`src/rtl/uart_tx_arbiter.sv`:
```
// Round-robin arbiter sharing one UART TX FIFO write port among NUM_REQ byte streams.
// A grant covers a whole packet (capped at MAX_BURST bytes) and is revoked after IDLE_TIMEOUT quiet cycles.

module uart_tx_arbiter_chk #(
    parameter int NUM_REQ = 4,
    parameter int GW      = 2
) (
    input logic               clk,
    input logic               reset,
    input logic [NUM_REQ-1:0] req_ready,
    input logic               tx_fifo_writeEn,
    input logic               tx_fifo_Full,
    input logic               busy,
    input logic [GW-1:0]      grant_id
);

    a_write_needs_room: assert property (@(posedge clk) disable iff (reset)
        tx_fifo_writeEn |-> (busy && !tx_fifo_Full));

    a_ready_onehot: assert property (@(posedge clk) disable iff (reset)
        $onehot0(req_ready));

    a_ready_only_granted: assert property (@(posedge clk) disable iff (reset)
        !busy |-> (req_ready == {NUM_REQ{1'b0}}));

    a_grant_in_range: assert property (@(posedge clk) disable iff (reset)
        busy |-> (int'(grant_id) < NUM_REQ));

endmodule

module uart_tx_arbiter #(
    parameter int NUM_REQ      = 4,
    parameter int DATA_WIDTH   = 8,
    parameter int MAX_BURST    = 16,
    parameter int IDLE_TIMEOUT = 8,
    localparam int GW          = (NUM_REQ > 1) ? $clog2(NUM_REQ) : 1
) (
    input  logic                          clk,
    input  logic                          reset,
    input  logic [NUM_REQ-1:0]            req_valid,
    input  logic [NUM_REQ*DATA_WIDTH-1:0] req_data,
    input  logic [NUM_REQ-1:0]            req_last,
    output logic [NUM_REQ-1:0]            req_ready,
    output logic [DATA_WIDTH-1:0]         tx_fifo_dataIn,
    output logic                          tx_fifo_writeEn,
    input  logic                          tx_fifo_Full,
    output logic [GW-1:0]                 grant_id,
    output logic                          busy
);

    typedef enum logic [0:0] {
        ST_IDLE  = 1'b0,
        ST_GRANT = 1'b1
    } state_t;

    localparam logic [7:0]    BURST_LIMIT   = 8'(MAX_BURST);
    localparam logic [7:0]    TIMEOUT_LIMIT = 8'(IDLE_TIMEOUT);
    localparam logic [GW-1:0] LAST_IDX      = GW'(NUM_REQ - 1);

    state_t          state_q, state_d;
    logic [GW-1:0]   rr_ptr_q, rr_ptr_d;
    logic [GW-1:0]   grant_id_q, grant_id_d;
    logic [7:0]      byte_cnt_q, byte_cnt_d;
    logic [7:0]      idle_cnt_q, idle_cnt_d;

    logic [DATA_WIDTH-1:0] req_bytes_s [NUM_REQ];
    logic                  arb_found_s;
    logic [GW-1:0]         arb_pick_s;
    logic [GW-1:0]         scan_idx_s;
    logic                  in_grant_s;
    logic                  gnt_valid_s;
    logic                  hs_s;
    logic                  release_s;

    // Index increment with an explicit wrap, so NUM_REQ need not be a power of two.
    function automatic logic [GW-1:0] wrap_inc(input logic [GW-1:0] idx);
        if (idx == LAST_IDX) begin
            return {GW{1'b0}};
        end else begin
            return idx + {{(GW-1){1'b0}}, 1'b1};
        end
    endfunction

    for (genvar gi = 0; gi < NUM_REQ; gi++) begin : g_unpack
        assign req_bytes_s[gi] = req_data[gi*DATA_WIDTH +: DATA_WIDTH];
    end

    // Round-robin scan: first valid requester starting at rr_ptr.
    always_comb begin
        arb_found_s = 1'b0;
        arb_pick_s  = {GW{1'b0}};
        scan_idx_s  = rr_ptr_q;
        for (int k = 0; k < NUM_REQ; k++) begin
            if (!arb_found_s && req_valid[scan_idx_s]) begin
                arb_found_s = 1'b1;
                arb_pick_s  = scan_idx_s;
            end else begin
                arb_found_s = arb_found_s;
                arb_pick_s  = arb_pick_s;
            end
            scan_idx_s = wrap_inc(scan_idx_s);
        end
    end

    // Handshake and release conditions of the current grant holder.
    always_comb begin
        in_grant_s  = (state_q == ST_GRANT);
        gnt_valid_s = req_valid[grant_id_q];
        hs_s        = in_grant_s & gnt_valid_s & ~tx_fifo_Full;
        // last byte and burst cap on one cycle are still a single release
        release_s   = (hs_s & (req_last[grant_id_q] | ((byte_cnt_q + 8'd1) == BURST_LIMIT)))
                    | (in_grant_s & ~gnt_valid_s & ((idle_cnt_q + 8'd1) == TIMEOUT_LIMIT));
    end

    // Next-state and counter update.
    always_comb begin
        state_d    = state_q;
        rr_ptr_d   = rr_ptr_q;
        grant_id_d = grant_id_q;
        byte_cnt_d = byte_cnt_q;
        idle_cnt_d = idle_cnt_q;
        case (state_q)
            ST_IDLE: begin
                if (arb_found_s) begin
                    state_d    = ST_GRANT;
                    grant_id_d = arb_pick_s;
                    byte_cnt_d = 8'd0;
                    idle_cnt_d = 8'd0;
                end else begin
                    state_d = ST_IDLE;
                end
            end
            ST_GRANT: begin
                if (hs_s) begin
                    byte_cnt_d = byte_cnt_q + 8'd1;
                    idle_cnt_d = 8'd0;
                end else if (!gnt_valid_s) begin
                    idle_cnt_d = idle_cnt_q + 8'd1;
                end else begin
                    // backpressure: hold both counters
                    idle_cnt_d = idle_cnt_q;
                end
                if (release_s) begin
                    state_d  = ST_IDLE;
                    rr_ptr_d = wrap_inc(grant_id_q);
                end else begin
                    state_d = ST_GRANT;
                end
            end
            default: begin
                state_d = ST_IDLE;
            end
        endcase
    end

    // State and counter registers.
    always_ff @(posedge clk) begin
        if (reset) begin
            state_q    <= ST_IDLE;
            rr_ptr_q   <= {GW{1'b0}};
            grant_id_q <= {GW{1'b0}};
            byte_cnt_q <= 8'd0;
            idle_cnt_q <= 8'd0;
        end else begin
            state_q    <= state_d;
            rr_ptr_q   <= rr_ptr_d;
            grant_id_q <= grant_id_d;
            byte_cnt_q <= byte_cnt_d;
            idle_cnt_q <= idle_cnt_d;
        end
    end

    // Combinational write path from the grant holder to the FIFO; forced quiet in reset.
    always_comb begin
        req_ready       = {NUM_REQ{1'b0}};
        tx_fifo_writeEn = 1'b0;
        tx_fifo_dataIn  = {DATA_WIDTH{1'b0}};
        busy            = 1'b0;
        if (!reset && in_grant_s) begin
            busy                  = 1'b1;
            req_ready[grant_id_q] = ~tx_fifo_Full;
            tx_fifo_writeEn       = hs_s;
            tx_fifo_dataIn        = req_bytes_s[grant_id_q];
        end else begin
            busy = 1'b0;
        end
    end

    assign grant_id = grant_id_q;

    uart_tx_arbiter_chk #(
        .NUM_REQ (NUM_REQ),
        .GW      (GW)
    ) u_chk (
        .clk             (clk),
        .reset           (reset),
        .req_ready       (req_ready),
        .tx_fifo_writeEn (tx_fifo_writeEn),
        .tx_fifo_Full    (tx_fifo_Full),
        .busy            (busy),
        .grant_id        (grant_id)
    );

endmodule
```
`config.mk`:
```
export PLATFORM = sky130hd
export DESIGN_NAME = uart_tx_arbiter
export DESIGN_NICKNAME = d
export VERILOG_FILES = /design/src/rtl/uart_tx_arbiter.sv
export SDC_FILE = /design/constraint.sdc
export NUM_CORES = 1
export LEC_CHECK = 0
export CAP_MARGIN = 20
export CORE_ASPECT_RATIO = 1.25
export CORE_MARGIN = 3
export CORE_UTILIZATION = 50
export CTS_CLUSTER_DIAMETER = 60
export CTS_CLUSTER_SIZE = 20
export DETAILED_ROUTE_END_ITERATION = 10
export PLACE_DENSITY_LB_ADDON = 0.15
export SYNTH_ARGS = -nofsm -noshare
export SYNTH_HDL_FRONTEND = slang
export SYNTH_SLANG_ARGS = --single-unit
export TNS_END_PERCENT = 5
```
`constraint.sdc`:
```
create_clock -name clk -period 4.9 [get_ports clk]
set_clock_uncertainty 0.15 [all_clocks]
set_input_delay 0.98 -clock clk [delete_from_list [all_inputs] [get_ports clk]]
set_output_delay 0.98 -clock clk [all_outputs]
set_load 0.1 [all_outputs]
```
* Word-level counts from Yosys, hierarchy flattened
Index checks and enable logic that the tools add are counted.
** Cells by class
- $add $sub $neg :: 6
- Order comparisons :: 7
- Equal/unequal tests :: 9
- Mux-type cells :: 42
- Bitwise gates (word level) :: 12
- Reductions and logical operators :: 13
** Operators with widths (number)
- 8-bit two-way mux :: 7
- 8-bit case mux with 2 select lines :: 2
- 8-bit by 1-bit adder with 8-bit output, second input constant :: 2
- 8-bit binary-select mux with 2-bit select :: 1
- 2-bit two-way mux :: 8
- 2-bit by 3-bit < comparator with 1-bit output, second input constant :: 5
- 1-bit two-way mux :: 15
- 1-bit binary-select mux with 2-bit select :: 6
- 2-bit by 1-bit adder with 2-bit output, second input constant :: 4
- 2-bit == test, second input constant :: 4
- 8-bit by 4-bit == test with 1-bit output, second input constant :: 1
- 8-bit by 5-bit == test with 1-bit output, second input constant :: 1
- 2-bit AND reduction :: 4
- 1-bit AND :: 5
- 1-bit logical AND :: 5
- 4-bit AND :: 1
- 1-bit zero test :: 4
- 4-bit two-way mux :: 1
- 3-bit greater-or-equal comparator, second input constant :: 1
- 3-bit by 2-bit inequality test with 1-bit output, second input constant :: 1
- 1-bit inverter :: 3
- 2-bit inverter with 3-bit output :: 1
- 1-bit demux with 2-bit select :: 1
- 2-bit by 1-bit greater-or-equal comparator with 1-bit output, second input constant :: 1
- other kinds (4) :: 5
** Word-level totals
- Register bits after elaboration :: 21
- Bits of input ports :: 43
- Output and inout bits :: 16

* Longest topological paths before layout
Gate-level depths: netlist (run 1).
- Word-level depth :: 14
- Mapped depth :: 8

* Worst setup path after synthesis (run 1)
Ideal clock, no wire load.
- Path type :: flip-flop to output port
- Start point :: register grant_id_q[0] (netlist: grant_id[0])
- End point :: output tx_fifo_dataIn[0]
- Data arrival time :: 3102 ps
- Data required time :: 3770 ps
- Slack :: 668 ps
- Cell stages (with the launch flop) :: 4
- Buffers on the path :: 1
- Path through :: dfxtp_1 buf_2 mux4_2 nor2b_1
** On the way
- Cells in the longest elaborated chain, start to end :: 5
** RTL lines
- start, declared :: line 62 : logic [GW-1:0] grant_id_q, grant_id_d;
- start signal, assigned :: line 161 : grant_id_q <= {GW{1'b0}};
- start signal, assigned :: line 167 : grant_id_q <= grant_id_d;
- 2-bit inverter with 3-bit output (not written as such) :: line 183 : tx_fifo_dataIn = req_bytes_s[grant_id_q];
- 8-bit binary-select mux with 2-bit select :: line 183
- 8-bit two-way mux (not written as such) (2 in series) :: line 183
- 8-bit two-way mux :: line 179 : if (!reset && in_grant_s) begin
- end, declared :: line 44 : output logic [DATA_WIDTH-1:0] tx_fifo_dataIn,
Every way passes these cells. The select of a mux whose other input is x is not followed.

* Final worst setup path (run 1)
- Start point :: input req_valid[3]
- End point :: output tx_fifo_writeEn
** On the way
- Cells in the longest elaborated chain, start to end :: 5
** RTL lines
- start, declared :: line 40 : input logic [NUM_REQ-1:0] req_valid,
- 1-bit binary-select mux with 2-bit select :: line 108 : gnt_valid_s = req_valid[grant_id_q];
- 1-bit two-way mux (not written as such) :: line 108
- 1-bit AND (2 in series) :: line 109 : hs_s = in_grant_s & gnt_valid_s & ~tx_fifo_Full;
- 1-bit two-way mux :: line 179
- end, declared :: line 45 : output logic tx_fifo_writeEn,
Every way passes these cells. The select of a mux whose other input is x is not followed.

==> results.py, run 1 <==
metrics = {
    "timing": {
        "worst_slack_ns": 1.12,
        "fin_setup_tns_ns": 0,
        "setup_viol": 0,
        "slew_viol_final": 0,
        "holdWs_ns": 0.359,
        "worst_pin_slew_ns": 0.963,
        "min_period_ns": 3.78,
        "max_freq_mhz": 264,
        "final.period_utilization_pct": 77.2,
        "slew_headroom_pct": 35.6,
        "rsz0062_at_grt": "no",
        "hold_viol_final": 0,
    },
    "clock_network": {
        "cts.clk_slew.worst_paths_ns": 0.07,
        "clock_sinks": 21,
        "numCtsBuffers": 3,
        "clockBufferDepth": 2,
        "post_cts_buffers": 0,
        "htree_levels": 1,
        "cts_resized": 0,
        "cts_tree": "done",
        "clock-root-buffer": "clkbuf_8",
        "cts_hold_buf": 0,
        "worstSkewPairLatency_ns": 0.26,
    },
    "placed_design": {
        "placedCellCount": 333,
        "numPortBuffers": 58,
        "dpl_cell_area_mm2": 0.00265,
        "dp_hpwl_um": 3940,
        "place_congestion": 0.811,
        "post-place-ws_ns": 1.12,
    },
    "worst_setup_path": {
        "worst-path-max-fanout": 17,
        "path_class": "in2out",
        "end_kind": "output port",
        "cp.arrival_ns": 2.65,
        "cp-start-kind": "primary input",
        "critPathRequiredTime_ns": 3.77,
    },
    "drt": {
        "vias": 1951,
        "ant_nets": 0,
        "route.detailed.drc": 0,
        "routed_wl_um": 5190,
        "first_iter_violations": 101,
        "drtPass1Iterations": 4,
        "wire_per_inst_um": 15.4,
        "viasPerCell": 5.79,
    },
    "floorplanning": {
        "die_h_um": 77.5,
        "dieArea_mm2": 0.00490,
        "core-area_mm2": 0.00385,
        "num_rows": 25,
        "ioPinCount": 59,
        "fp.dieW_um": 63.2,
        "start_util_pct": 53.1,
    },
    "final_layout": {
        "final_cells": 337,
        "fin_util_pct": 70.0,
        "fin_area_mm2": 0.00269,
        "syn_to_final_growth_pct": 31.6,
        "n_antenna_cell": 0,
        "nets": 335,
        "drive_gt1_share_pct": 18.0,
    },
    "logic_synthesis": {
        "synth.net_count": 285,
        "syn_avg_cell_area_um2": 8.74,
        "async_flop_share_pct": 0,
        "ys_warn_count": 0,
        "synth_seq_area_share_pct": 20.6,
        "netlist_area_mm2": 0.00204,
        "synth-edff-count": 0,
        "synth_seq_cells": 21,
        "synth-main-ff-cell": "dfxtp_1",
        "postSynthCellCount": 234,
        "yosysUniqueCellTypes": 62,
    },
    "global_route": {
        "antenna_found_initial": 0,
        "grt_overflow": 0,
        "grt_use_total_pct": 21.3,
        "grt_max_degree": 25,
        "grt_pass1_wl_um": 8520,
        "grt_pass1_vias": 1778,
    },
    "power": {
        "irDropWorstVdd_v": 0.000188,
        "finalPower_mw": 0.585,
        "power_density_mw_per_mm2": 217,
        "leakage_nw": 0.923,
    },
    "worst_hold_path": {
        "min_path_type": "reg2reg",
    },
    "run": {
        "drv_cap": 0,
    },
    "outcome": {
        "status": "finished, final reports clean",
    },
}
## synth_stat cells, types with 2 or more instances
cell type | instances | area share [%]
or3_1 | 2 | 0.61
xnor2_1 | 4 | 1.7
a31oi_1 | 3 | 0.92
nor2_1 | 21 | 3.9
a311oi_2 | 3 | 2.2
inv_1 | 8 | 1.5
nand2_1 | 14 | 2.6
nand4_1 | 3 | 0.92
mux2_2 | 4 | 2.2
mux4_2 | 12 | 13
dfxtp_1 | 21 | 21
mux2i_1 | 5 | 2.4
nor3_1 | 5 | 1.2
and2_1 | 6 | 1.8
o21ai_1 | 2 | 0.49
ha_1 | 8 | 4.9
and4_1 | 2 | 0.86
nand3b_1 | 2 | 0.73
a22oi_1 | 5 | 1.8
a21oi_1 | 11 | 2.7
a311oi_1 | 2 | 0.86
buf_2 | 4 | 0.98
o21ai_0 | 14 | 3.4
nor3b_1 | 5 | 1.8
nand2b_1 | 5 | 1.5
nor2b_1 | 13 | 4.0
nand3_1 | 7 | 1.7
clkbuf_1 | 7 | 1.3
o31ai_1 | 3 | 1.1
## worst max-delay path: stages
cell             delay [ns]
clkdlybuf4s50_1        0.53
mux4_2                 0.70
and2_1                 0.27
buf_12                 0.17
## cell usage in the layout, fill, tap and decap left out, types with 4 or more instances in the layout
cell type / n
inv_1: 8
mux2_2: 4
buf_4: 11
clkdlybuf4s50_1: 44
mux4_2: 12
nor3b_1: 5
buf_12: 5
nand2_1: 14
nand3_1: 7
mux2i_1: 5
xnor2_1: 4
nor2b_1: 13
a22oi_1: 5
dfxtp_1: 21
and2_1: 6
ha_1: 8
nor2_1: 21
a21oi_1: 11
nand2b_1: 5
o21ai_0: 14
nor3_1: 5
## registers in the layout, summed over array words and instances (netlist names)
name        flops
idle_cnt_q      8
in_grant_s      1
byte_cnt_q      8
rr_ptr_q        2
grant_id        2
## cell type report
type	count	area, um2
inverter	8	30.0
tap	54	67.6
sequential	21	420
timing repair buffer	60	623
multi-input combinational	190	1510
clock buffer	4	45.0
fill	311	1160
## final timing paths
kind | end | startpoint | cells past startpoint | slack, ns
worst max-delay path | tx_fifo_writeEn | req_valid[3] | 4 | 1.12
worst min register to register | byte_cnt_q[1] | byte_cnt_q[1] | 2 | 0.36
worst min-delay path | byte_cnt_q[1] | byte_cnt_q[1] | 2 | 0.36
worst max register to register | idle_cnt_q[7] | rr_ptr_q[0] | 7 | 1.89
## layer usage
metal	wire (um)	global-route usage, %
met1	2320	28.9
met2	2540	35.5
met3	271	3.18
met4	55	5.40
met5	0	0
## kinds of logic after synthesis
group / after synthesis / synth area share (%)
mux: 22 / 18.6
xor+xnor: 5 / 2.14
buf+inv: 23 / 5.81
fa+ha+maj: 8 / 4.90
simple gates: 98 / 28.0
compound gates: 57 / 20.0
flops: 21 / 20.6
## where the power goes
part	switching, mW	leakage [nW]	internal (mW)
sequential	0.0186	0.170	0.177
clock	0.0556	0.0228	0.0579
combinational	0.159	0.730	0.117
total	0.234	0.923	0.351
Power figures use the tool's default switching activity.
==> run 2: changes to the inputs <==
--- a/config.mk
+++ b/config.mk
@@ -8,7 +8,7 @@
 export CAP_MARGIN = 20
 export CORE_ASPECT_RATIO = 1.25
 export CORE_MARGIN = 3
-export CORE_UTILIZATION = 50
+export CORE_UTILIZATION = 48
 export CTS_CLUSTER_DIAMETER = 60
 export CTS_CLUSTER_SIZE = 20
 export DETAILED_ROUTE_END_ITERATION = 10
==> constraint.sdc (replaced) <==
create_clock -name clk -period 3.65 [get_ports clk]
set_clock_uncertainty 0.15 [all_clocks]
set_input_delay 0.73 -clock clk [delete_from_list [all_inputs] [get_ports clk]]
set_output_delay 0.73 -clock clk [all_outputs]
set_load 0.1 [all_outputs]
==> results.py, run 2 (synthesis gave the netlist of run 1 again) <==
metrics = {
    "worst_setup_path": {
        "path_buf_inv": 2,
        "cp_top_family": "buffers and inverters",
        "worst-path-max-fanout": 9,
        "cp_cell_sequence": "clkdlybuf4s50_1 -> mux4_2 -> and2_1 -> buf_12",
        "critPathRequiredTime_ns": 2.77,
        "cp-start-kind": "primary input",
        "slowest_delay_ns": 0.58,
        "slowest_stage": "mux4_2",
        "cp.arrival_ns": 2.25,
        "rrSetupSlack_ns": 0.89,
        "end_kind": "output port",
        "path_class": "in2out",
    },
    "worst_hold_path": {
        "min_path_type": "reg2reg",
    },
    "run": {
        "drv_cap": 0,
    },
    "drt": {
        "routed_wl_um": 5390,
        "vias": 1959,
        "first_iter_violations": 83,
        "route.detailed.drc": 0,
        "drtPass1Iterations": 4,
        "wire_per_inst_um": 15.8,
        "ant_nets": 0,
        "viasPerCell": 5.76,
    },
    "clock_network": {
        "cts_tree": "done",
        "post_cts_buffers": 0,
        "clock-root-buffer": "clkbuf_8",
        "htree_levels": 1,
        "cts_hold_buf": 0,
        "clockBufferDepth": 2,
        "cts_resized": 0,
        "numCtsBuffers": 3,
        "clock_sinks": 21,
        "cts.clk_slew.worst_paths_ns": 0.08,
        "worstSkewPairLatency_ns": 0.26,
    },
    "floorplanning": {
        "die_h_um": 79.0,
        "start_util_pct": 51.9,
        "fp.dieW_um": 64.4,
        "num_rows": 25,
        "dieArea_mm2": 0.00508,
        "ioPinCount": 59,
        "core-area_mm2": 0.00394,
    },
    "global_route": {
        "grt_max_degree": 25,
        "antenna_found_initial": 0,
        "grt_overflow": 0,
        "grt_use_total_pct": 21.7,
        "grt_pass1_wl_um": 8820,
        "grt_pass1_vias": 1837,
    },
    "timing": {
        "setup_viol": 0,
        "min_period_ns": 3.13,
        "slew_headroom_pct": 59.5,
        "rsz0062_at_grt": "no",
        "worst_slack_ns": 0.523,
        "max_freq_mhz": 320,
        "fin_setup_tns_ns": 0,
        "slew_viol_final": 0,
        "final.period_utilization_pct": 85.7,
        "worst_pin_slew_ns": 0.607,
        "hold_viol_final": 0,
    },
    "power": {
        "irDropWorstVdd_v": 0.000245,
        "power_density_mw_per_mm2": 289,
        "leakage_nw": 0.971,
        "finalPower_mw": 0.816,
    },
    "final_layout": {
        "top_regs": "byte_cnt_q: 8 flops, idle_cnt_q: 8 flops",
        "register_area_um2": 420,
        "nets": 338,
        "syn_to_final_growth_pct": 38.1,
        "final_common_cell": "clkdlybuf4s50_1",
        "n_antenna_cell": 0,
        "multi_input_area_mm2": 0.00151,
        "layout_common_cells": "42 x clkdlybuf4s50_1, 21 x nor2_1, 21 x dfxtp_1",
        "drive_gt1_share_pct": 19.9,
        "nFillCells": 330,
    },
    "placed_design": {
        "dp_hpwl_um": 4190,
        "place_congestion": 0.806,
        "numPortBuffers": 58,
        "post-place-ws_ns": 0.447,
    },
    "outcome": {
        "status": "finished, final reports clean",
    },
}
==> run 2: changes by cell type in the layout (fill, tap and decap cells not counted) <==
cell / delta
clkdlybuf4s50_1: -2
nor2b_1: -1
buf_12: +9
buf_4: -4
nor2b_2: +1
==> run 2: path summary, 6_finish.rpt <==
kind,from,to,cells past startpoint
worst max-delay path,req_valid[3],tx_fifo_writeEn,4
worst min-delay path,byte_cnt_q[1],byte_cnt_q[1],2
worst max register to register,rr_ptr_q[1],idle_cnt_q[0],7
worst min register to register,byte_cnt_q[1],byte_cnt_q[1],2
==> run 2: layout make-up <==
type	instances	share of cell area (%)
multi-input cells	190	53.4
inverters	8	1.06
well taps	54	2.39
clock buffers	4	1.60
repair buffers	63	26.7
flip-flops and latches	21	14.9
==> run 2: power breakdown <==
part | leakage (nW) | switching (mW) | internal [mW]
Clock | 0.0228 | 0.0766 | 0.0778
Combinational | 0.778 | 0.219 | 0.180
Sequential | 0.170 | 0.0251 | 0.237
Total | 0.971 | 0.321 | 0.494
==> run 2: metrics by stage <==
| stage | hold slack (ns) | util (%) | instances | instance area (um2) |
|---|---|---|---|---|
| 6_report | 0.359 | 71.7 | 340 | 2820 |
| 5_1_grt | 0.389 | 71.7 | 340 | 2820 |
| 4_1_cts | 0.358 | 71.7 | 340 | 2820 |
| 3_5_place_dp | 0.347 | 70.5 | 336 | 2780 |
| 3_3_place_gp | 0.336 | 70.5 | 336 | 2780 |
| 2_1_floorplan | 0.324 | - | 234 | 2050 |
==> run 2: worst min-delay path: stages (launching register included) <==
cell and delay, ns:
dfxtp_1 0.34, nand3_1 0.07, a21oi_1 0.06
==> run 2: routing by layer <==
layer  vias up  global-route usage, %  part of all wire [%]
li1        977                      -                     -
met1       927                   28.8                    46
met2        51                   37.2                    48
met3         4                   3.11                   5.0
met4         0                   5.07                  0.71
met5         -                      0                     0
